[src/rtl/mem_port_arbiter.sv]
// mem_port_arbiter: serialises single-word accesses from the CPU datapath and
// the external loader/DMA port onto one unified memory with fixed read latency.
// Default build: fixed CPU priority with a starvation bound for the EXT port.
// Build macro MEMARB_RR_EN: strict round-robin tie-break instead (STARVE_MAX unused).
module mem_port_arbiter #(
    parameter int AW         = 32,
    parameter int DW         = 32,
    parameter int MEM_LAT    = 1,
    parameter int STARVE_MAX = 4
) (
    input  logic          clk,
    input  logic          reset,
    input  logic          cpu_req,
    input  logic          cpu_we,
    input  logic [AW-1:0] cpu_adr,
    input  logic [DW-1:0] cpu_wdata,
    output logic [DW-1:0] cpu_rdata,
    output logic          cpu_ack,
    input  logic          ext_req,
    input  logic          ext_we,
    input  logic [AW-1:0] ext_adr,
    input  logic [DW-1:0] ext_wdata,
    output logic [DW-1:0] ext_rdata,
    output logic          ext_ack,
    output logic          mem_en,
    output logic          mem_we,
    output logic [AW-1:0] mem_adr,
    output logic [DW-1:0] mem_wdata,
    input  logic [DW-1:0] mem_rdata
);
    typedef enum logic [1:0] {IDLE, ISSUE, WAIT, RESP} state_t;

    localparam logic [2:0] LAT_INIT = 3'(MEM_LAT - 1);

    state_t        state, state_nxt;
    logic          win_ext;     // latched winner: 1 = EXT, 0 = CPU
    logic          lat_we;
    logic [AW-1:0] lat_adr;
    logic [DW-1:0] lat_wdata;
    logic [2:0]    lat_cnt;
    logic          any_req;
    logic          tie_ext;     // winner when both ports request
    logic          grant_ext;

    assign any_req   = cpu_req | ext_req;
    assign grant_ext = ext_req & (~cpu_req | tie_ext);

`ifdef MEMARB_RR_EN
    logic last_ext;

    assign tie_ext = ~last_ext;

    // Remember which port won last; reset to EXT so the CPU takes the first tie.
    always_ff @(posedge clk) begin
        if (reset)
            last_ext <= 1'b1;
        else if (state == IDLE && any_req)
            last_ext <= grant_ext;
    end
`else
    logic [3:0] starve_cnt;

    assign tie_ext = (starve_cnt == 4'(STARVE_MAX));

    // Count CPU wins taken while EXT waits; any EXT win or idle EXT clears it.
    always_ff @(posedge clk) begin
        if (reset)
            starve_cnt <= 4'd0;
        else if (state == IDLE) begin
            if (!ext_req || grant_ext)
                starve_cnt <= 4'd0;
            else if (cpu_req && starve_cnt != 4'(STARVE_MAX))
                starve_cnt <= starve_cnt + 4'd1;
        end
    end
`endif

    // State register.
    always_ff @(posedge clk) begin
        if (reset)
            state <= IDLE;
        else
            state <= state_nxt;
    end

    // Next state and the per-state strobes; memory sees the latched request.
    always_comb begin
        state_nxt = state;
        mem_en    = 1'b0;
        mem_we    = 1'b0;
        cpu_ack   = 1'b0;
        ext_ack   = 1'b0;
        case (state)
            IDLE:  if (any_req) state_nxt = ISSUE;
            ISSUE: begin
                mem_en    = 1'b1;
                mem_we    = lat_we;
                state_nxt = lat_we ? RESP : WAIT;
            end
            WAIT:  if (lat_cnt == 3'd0) state_nxt = RESP;
            RESP: begin
                cpu_ack   = ~win_ext;
                ext_ack   = win_ext;
                state_nxt = IDLE;
            end
            default: state_nxt = IDLE;
        endcase
    end

    assign mem_adr   = lat_adr;
    assign mem_wdata = lat_wdata;

    // Request latch, read-latency countdown and per-port read data capture.
    always_ff @(posedge clk) begin
        if (reset) begin
            win_ext   <= 1'b0;
            lat_we    <= 1'b0;
            lat_adr   <= '0;
            lat_wdata <= '0;
            lat_cnt   <= 3'd0;
            cpu_rdata <= '0;
            ext_rdata <= '0;
        end else begin
            case (state)
                IDLE: if (any_req) begin
                    win_ext   <= grant_ext;
                    lat_we    <= grant_ext ? ext_we    : cpu_we;
                    lat_adr   <= grant_ext ? ext_adr   : cpu_adr;
                    lat_wdata <= grant_ext ? ext_wdata : cpu_wdata;
                end
                ISSUE: lat_cnt <= LAT_INIT;
                WAIT: begin
                    if (lat_cnt == 3'd0) begin
                        if (win_ext)
                            ext_rdata <= mem_rdata;
                        else
                            cpu_rdata <= mem_rdata;
                    end else
                        lat_cnt <= lat_cnt - 3'd1;
                end
                default: ;
            endcase
        end
    end
endmodule

[config.mk]
export PLATFORM = sky130hd
export DESIGN_NAME = mem_port_arbiter
export DESIGN_NICKNAME = d
export VERILOG_FILES = /design/src/rtl/mem_port_arbiter.sv
export SDC_FILE = /design/constraint.sdc
export NUM_CORES = 1
export LEC_CHECK = 0
export CAP_MARGIN = 20
export CORE_ASPECT_RATIO = 1.75
export CORE_MARGIN = 5
export CORE_UTILIZATION = 25
export CTS_CLUSTER_DIAMETER = 200
export DETAILED_ROUTE_END_ITERATION = 6
export PLACE_DENSITY_LB_ADDON = 0.1
export SETUP_SLACK_MARGIN = 0.4
export SLEW_MARGIN = 10
export SYNTH_ARGS = -nofsm -noshare
export SYNTH_HDL_FRONTEND = slang
export SYNTH_SLANG_ARGS = --single-unit
export TNS_END_PERCENT = 5
[constraint.sdc]
create_clock -name clk -period 3.43 [get_ports clk]
set_input_delay 1.029 -clock clk [delete_from_list [all_inputs] [get_ports clk]]
set_output_delay 1.029 -clock clk [all_outputs]
set_load 0.05 [all_outputs]
Yosys cells after proc, flatten, opt, wreduce, memory -nomap -nowiden --
Cells that the tools add are included.
Operators by class: $add $sub $neg 2, multiply operators 0, divide/modulo/power cells 0, order comparisons 0, equal/unequal tests 8, shift operators 0, mux-type cells 15, bitwise gates (word level) 5, reductions and logical operators 13
Operators by type and width (count):
- 2-to-1 mux 32 bit | 2
- 2-to-1 mux 4 bit | 2
- case mux 2 bit (4 select lines) | 1
- AND reduction 2 bit | 4
- 2-to-1 mux 1 bit | 6
- != test 2 bit (second input constant) | 3
- case mux 3 bit (2 select lines) | 1
- AND reduction 3 bit | 2
- adder 4 x 1 -> 4 bit (second input constant) | 1
- == test 2 bit (second input constant) | 2
- == test 4 x 3 -> 1 bit (second input constant) | 1
- 2-to-1 mux 2 bit | 2
- != test 4 x 3 -> 1 bit (second input constant) | 1
- nonzero test 2 bit | 2
- logical NOT 3 bit | 1
- 2-to-1 mux 3 bit | 1
- subtractor 3 x 1 -> 3 bit (second input constant) | 1
- == test 2 x 1 -> 1 bit (second input constant) | 1
- logical NOT 2 bit | 1
- NOT 1 bit | 2
- bitwise OR 1 bit | 2
- bitwise AND 1 bit | 1
- logical AND 1 bit | 1
- logical NOT 1 bit | 1
- logical OR 1 bit | 1
Storage, ports and cells: bits in registers 139, bits in latches 0, bits in writable memories 0, ROM bits 0, input bits 166, output and inout port bits 132, word-level logic and storage cells 52, memories kept 0

Logic depth before layout (Yosys ltp) --
Gate-level depths: netlist of the first run.
depth in word-level cells 6, gate-level depth with buffers 8, mapped depth without buffers 6

Worst setup path before layout of the first run --
OpenSTA, ideal clock, no wires.
path type flip-flop to output port, start point register state[1], end point output port mem_we, data arrival time 1.340 ns, data required time 2.401 ns, path slack 1.061 ns, cell stages (with the launch flop) 5, buffers on the path 0, path through dfxtp_1 -> inv_1 -> ha_1 -> nand2_1 -> inv_1
Between the ends: longest elaborated chain between the ends 2
RTL lines:
- start, declared | RTL line 35 | state_t state, state_nxt;
- start signal, assigned | RTL line 83 | state <= state_nxt;
- == test 2 x 1 -> 1 bit | RTL line 93 | case (state)
- 2-to-1 mux 1 bit | RTL line 93
- end, declared | RTL line 26 | output logic mem_we,
Every way passes these cells.

Worst setup path after layout of the first run --
start point register state[0], end point output port ext_ack
Between the ends: longest elaborated chain between the ends 2
RTL lines:
- == test 2 bit | RTL line 93
- 2-to-1 mux 1 bit | RTL line 93
- end, declared | RTL line 24 | output logic ext_ack,
Every way passes these cells.

==> results.json, run 1 <==
{
  "synth_edf_count": 0,
  "maxSlewViolCount": 0,
  "die_w_um": 127.8,
  "nNetsFinal": 1162,
  "worst_slew_pin_slew_ns": 0.8554,
  "start_kind": "register",
  "setup_tns_ns": 0,
  "async_flop_share_pct": 0,
  "area_delta_synth_final_pct": 62.86,
  "status": "finished, final reports clean",
  "die-area_um2": 27640,
  "fin_crit_ns": 2.970,
  "crit_required_ns": 2.40,
  "setup.worst_path.start": "state[0]",
  "crit_path_end": "ext_ack",
  "cts.sinks": 139,
  "multiInputGateArea_um2": 2839,
  "nFillCells": 2489,
  "antenna_found_initial": 4,
  "grt_max_degree": 74,
  "r2r_slack_ns": 1.50,
  "hold_path_class": "register to register",
  "rsz0062_at_grt": "yes",
  "rr_startpoint": "starve_cnt[0]",
  "coreArea_um2": 24020,
  "cts_buffers": 17,
  "dr.first_iter.drc_count": 299,
  "crit_type": "register to output port",
  "leakage_nw": 3.460,
  "die_h_um": 216.2,
  "clkTransAtPathRegs_ns": 0.06,
  "io_pins": 298,
  "crit_arrival_ns": 1.94,
  "clk_latency_ns": 0.44,
  "initial_core_util_pct": 25.29,
  "clockBufferDepth": 2,
  "row_count": 75,
  "ys_seq_area_share_pct": 45.81,
  "clock_skew_ns": 0.006135,
  "numPortBuffers": 297,
  "yosys_warnings": 0,
  "grt_usage_pct": 17.49,
  "hpwlAfterDp_um": 16760,
  "timing.final.crit_share_pct": 86.59,
  "first_pass_iters": 5,
  "reg2reg_depth": 6,
  "syn_nets": 910,
  "cts-htree-levels": 4,
  "grt.overflow.total": 0,
  "max-vdd-ir-drop_uv": 608.7,
  "post-place-cells": 1277,
  "ys_ff_latch": 139,
  "clock_tree.root_cell": "clkbuf_16",
  "p_total_mw": 7.900,
  "ys_types": 34,
  "avgSynthCellArea_um2": 8.254,
  "postRouteWirelength_um": 24760,
  "syn_area_um2": 6075,
  "gp_congestion": 0.7446,
  "wl_per_cell_um": 18.86,
  "ant_nets": 0,
  "stdcell_count": 1313,
  "via_count": 6370,
  "drive_above_1_share_pct": 7.293,
  "cts_tree": "built",
  "cp-end-kind": "output port",
  "hold_violations": 0,
  "drc": 0,
  "r2r_end": "starve_cnt[2]",
  "grt_pass1_vias": 6379,
  "synth_cells": 736,
  "maxSlewHeadroom_pct": 42.98,
  "crit_path_max_fanout": 5,
  "setup_violations": 0,
  "ys.flop_type": "dfxtp_1",
  "drv_cap": 0,
  "grt_pass1_wl_um": 37470,
  "regArea_um2": 2783,
  "max_freq_mhz": 336.7,
  "p_per_area_nw_per_um2": 798.5,
  "avgViaCountPerCell": 4.851
}
==> Yosys cell counts (all sizes together) (2+ instances only) <==
| cell type | n | area, um2 |
|---|---|---|
| xor2 | 2 | 17.52 |
| nor3 | 4 | 40.04 |
| nand3 | 67 | 335.3 |
| o211ai | 66 | 560.5 |
| nor3b | 3 | 22.52 |
| nor2b | 2 | 12.51 |
| nor2 | 3 | 11.26 |
| o21a | 2 | 23.77 |
| nand3b | 2 | 15.01 |
| and3b | 2 | 17.52 |
| a31oi | 68 | 425.4 |
| dfxtp | 139 | 2783 |
| buf | 51 | 312.8 |
| a21oi | 67 | 335.3 |
| o21ai | 67 | 335.3 |
| clkbuf | 30 | 112.6 |
| nand2 | 132 | 495.5 |
| inv | 10 | 37.54 |
| nand2b | 4 | 25.02 |
| ha | 8 | 100.1 |
==> timing repair <==
item | in CTS | in global routing
resized for setup | 1 | 1
buffers inserted | 0 | 0
hold buffers | 0 | 0
endpoints found under the hold margin | 0 | 0
endpoints found under the setup margin | 3 | 2
gates cloned | 0 | 0
==> state kept, by name, indices dropped and copies added, names as in the netlist <==
register    flops
cpu_rdata      32
ext_rdata      32
mem_adr        32
mem_wdata      32
starve_cnt      4
lat_cnt         3
state           2
lat_we          1
win_ext         1
==> per-layer routing <==
layer | wire, um | global-route usage [%] | share of wire (%)
met5 | 0 | 0 | 0
met2 | 12630 | 30.37 | 51
met1 | 9538 | 19.03 | 39
met4 | 541 | 7.188 | 2.2
met3 | 2051 | 6.381 | 8.3
==> per-stage QoR <==
| step | hold slack, ns | setup slack [ns] | cell area [um2] | util [%] |
|---|---|---|---|---|
| floorplan | 0.4435 | 1.061 | 6075 | - |
| global placement | 0.4409 | 0.8495 | 9223 | 38.39 |
| detailed placement | 0.4453 | 0.7995 | 9223 | 38.39 |
| CTS | 0.4531 | 0.3810 | 9881 | 41.13 |
| global route | 0.4761 | 0.3260 | 9893 | 41.18 |
| finish | 0.4507 | 0.4599 | 9893 | 41.18 |
==> cell families (layout without fill, tap and decap cells) <==
logic type | after synthesis | after routing | synth area share (%)
buffers and inverters | 91 | 356 | 7.621
adder cells (fa/ha/maj) | 8 | 8 | 1.648
AND/OR/NAND/NOR | 223 | 223 | 16.50
multiplexers | 1 | 1 | 0.1648
XOR/XNOR | 3 | 3 | 0.4326
flip-flops | 139 | 139 | 45.81
other | 0 | 4 | 0
AO/OA/AOI/OAI | 271 | 271 | 27.83
==> report_power, final <==
| part | total [mW] | internal [mW] | switching [mW] |
|---|---|---|---|
| registers | 2.24 | 2.03 | 0.212 |
| logic | 3.58 | 1.21 | 2.37 |
| clock network | 2.08 | 1.34 | 0.739 |
| total | 7.90 | 4.58 | 3.32 |
==> worst min path at each step <==
stage | endpoint | slack [ns] | start | cells past startpoint
detailed placement | cpu_rdata[21] | 0.45 | cpu_rdata[21] | 2
finish | ext_rdata[31] | 0.45 | ext_rdata[31] | 2
global route | cpu_rdata[8] | 0.48 | cpu_rdata[8] | 2
CTS | ext_rdata[11] | 0.45 | ext_rdata[11] | 2
global placement | ext_rdata[1] | 0.44 | ext_rdata[1] | 2
floorplan | lat_cnt[0] | 0.44 | lat_cnt[0] | 2
==> worst max-delay path, stage by stage, from the launching register on <==
cell and delay [ns]:
dfxtp_1 0.39, ha_1 0.19, and2_1 0.12, clkdlybuf4s50_1 0.80
==> layout make-up <==
class                   count  area share (%)
repair buffers            314           32.14
clock buffers              20           4.717
multi-input cells         506           28.70
inverters                  10          0.3794
well taps                 308           3.895
flip-flops and latches    139           28.13
clock inverters            12           1.948
diodes                      4          0.1012
==> placed cells by master (no fill, tap or decap), types with 4 or more instances in the layout <==
master,count
nor3_2,4
clkdlybuf4s50_1,293
bufinv_16,5
buf_12,7
buf_4,10
ha_1,8
clkinv_2,4
o211ai_2,13
dfxtp_1,139
diode_2,4
a31oi_1,68
a21oi_1,67
o21ai_0,67
nand2_1,132
clkbuf_16,17
nand3_1,67
o211ai_1,53
inv_1,8
Note: power is estimated with default switching activity, not from simulation.
==> inputs of run 2 (changes only) <==
Settings changed: ABC_AREA from default to 1.
==> results.json, run 2 <==
{
  "fin_crit_ns": 2.929,
  "ant_nets": 0,
  "synth_common_cells": "203 x nor2_1, 178 x nand2_1, 165 x nand3_1",
  "cts_tree": "built",
  "area_delta_synth_final_pct": 62.50,
  "gp_congestion": 0.7461,
  "postRouteWirelength_um": 23370,
  "max-vdd-ir-drop_uv": 363.4,
  "antenna_found_initial": 0,
  "setup_tns_ns": 0,
  "wl_per_cell_um": 15.43,
  "stdcell_area_um2": 10040,
  "grt_max_degree": 102,
  "drc": 0,
  "dr.first_iter.drc_count": 246,
  "ys_seq_area_share_pct": 45.03,
  "start_kind": "register",
  "coreArea_um2": 24530,
  "nNetsFinal": 1364,
  "hpwlAfterDp_um": 16320,
  "clock_tree.root_cell": "clkbuf_16",
  "mostFrequentLayoutCells": "292 x clkdlybuf4s50_1, 202 x nor2_1, 176 x nand2_1",
  "post_cts_buffers": 0,
  "n_antenna_cell": 0,
  "crit_buf_inv": 2,
  "synth_edf_count": 0,
  "stdcell_count": 1515,
  "clk_latency_ns": 0.43,
  "synth_cells": 927,
  "grt.overflow.total": 0,
  "clockBufferDepth": 2,
  "hold_violations": 0,
  "die_h_um": 218.0,
  "ys.flop_type": "dfxtp_1",
  "timing.final.crit_share_pct": 85.39,
  "yosys-top-cells-area": "dfxtp_1 45%, nand3_1 13%, nor2_1 12%, nand2_1 11%, inv_1 5.3%",
  "worst_slew_pin_slew_ns": 0.6065,
  "final_common_cell": "clkdlybuf4s50_1",
  "crit_type": "register to output port",
  "via_count": 6629,
  "cp-end-kind": "output port",
  "cts.sinks": 139,
  "syn_area_um2": 6180,
  "clkTransAtPathRegs_ns": 0.06,
  "timing.critical_path.slowest_stage_cell": "clkdlybuf4s50_1",
  "cpLargestDelayFamily": "buffers and inverters",
  "crit_required_ns": 2.40,
  "synth.most_common_cell": "nor2_1",
  "async_flop_share_pct": 0,
  "grt_usage_pct": 16.30,
  "post-place-cells": 1483,
  "row_count": 76,
  "dpl_cell_area_um2": 9404,
  "hold_path_class": "register to register",
  "syn_nets": 1101,
  "grt_pass1_vias": 6454,
  "avgViaCountPerCell": 4.376,
  "yosys_warnings": 0,
  "die_w_um": 128.9,
  "maxSlewViolCount": 0,
  "clock_skew_ns": 0.008732,
  "setup_violations": 0,
  "r2r_slack_ns": 1.44,
  "first_pass_iters": 4,
  "cpPeakStageDelay_ns": 0.83,
  "die-area_um2": 28090,
  "io_pins": 298,
  "status": "finished, final reports clean",
  "grt_pass1_wl_um": 35510,
  "cp_cell_sequence": "inv_1, ha_1, clkdlybuf4s50_1",
  "synth_top_area_share_pct": 45.03,
  "crit_path_max_fanout": 4,
  "drv_cap": 0,
  "drive_above_1_share_pct": 4.323,
  "cts-htree-levels": 4,
  "initial_core_util_pct": 25.19,
  "rsz0062_at_grt": "no",
  "p_per_area_nw_per_um2": 850.3,
  "cts_buffers": 17,
  "crit_arrival_ns": 1.90,
  "avgSynthCellArea_um2": 6.666,
  "leakage_nw": 4.454,
  "synth_area_leader_cell": "dfxtp_1",
  "ys_ff_latch": 139,
  "maxSlewHeadroom_pct": 59.44,
  "max_freq_mhz": 341.4,
  "numPortBuffers": 297,
  "ys_types": 19
}
[run 2: cell count changes in the layout (fill, tap and decap cells not counted), sizes merged, moves of 46 or more]
cell,change
a31oi,-68
nor2,+200
nand3,+98
o211ai,-66
inv,+79
nand2,+46
[run 2: power by group]
group / switching [mW] / internal (mW) / total, mW
Clock: 0.728 / 1.27 / 2.00
Combinational: 2.86 / 1.37 / 4.23
Sequential: 0.236 / 2.07 / 2.31
Total: 3.82 / 4.72 / 8.54
[run 2: routing by layer]
metal | up-vias | GRT usage [%] | share of wire [%]
li1 | 3422 | - | -
met1 | 2958 | 17.37 | 39
met2 | 229 | 29.00 | 52
met3 | 20 | 6.005 | 8.3
met4 | 0 | 5.957 | 1.5
met5 | - | 0 | 0
[run 2: worst paths after layout]
kind	start	end	depth (start not counted)
hold / removal	lat_cnt[0]	lat_cnt[0]	1
setup reg to reg	lat_cnt[0]	cpu_rdata[29]	10
hold reg to reg	lat_cnt[0]	lat_cnt[0]	1
setup / recovery	state[1]	mem_en	3
[run 2: kinds of logic after synthesis]
group / share of synthesized area (%)
AO/OA/AOI/OAI: 6.256
XOR/XNOR: 0.4253
adder cells (fa/ha/maj): 1.620
buffers and inverters: 10.06
flip-flops: 45.03
AND/OR/NAND/NOR: 36.61
[run 2: area by class of cell]
class | instances | area [um2]
timing repair buffer | 310 | 3112
inverter | 88 | 330.3
multi-input combinational | 634 | 2790
tap | 312 | 390.4
fill | 2600 | 14490
clock inverter | 11 | 166.4
clock buffer | 21 | 470.5
sequential | 139 | 2783
[run 2: stage by stage]
stage	worst slack [ns]	hold WS (ns)	util [%]	total power [mW]
floorplan	1.080	0.4220	-	5.152
global placement	0.7989	0.4370	38.33	6.604
detailed placement	0.7934	0.4494	38.33	6.613
CTS	0.3362	0.4604	40.92	8.682
global route	0.4061	0.4825	40.93	9.070
finish	0.5011	0.4570	40.93	8.539
[run 2: repair_timing]
item / CTS / global route
setup endpoints to repair: 2 / 1
hold buffers: 0 / 0
gates resized for setup: 1 / 1
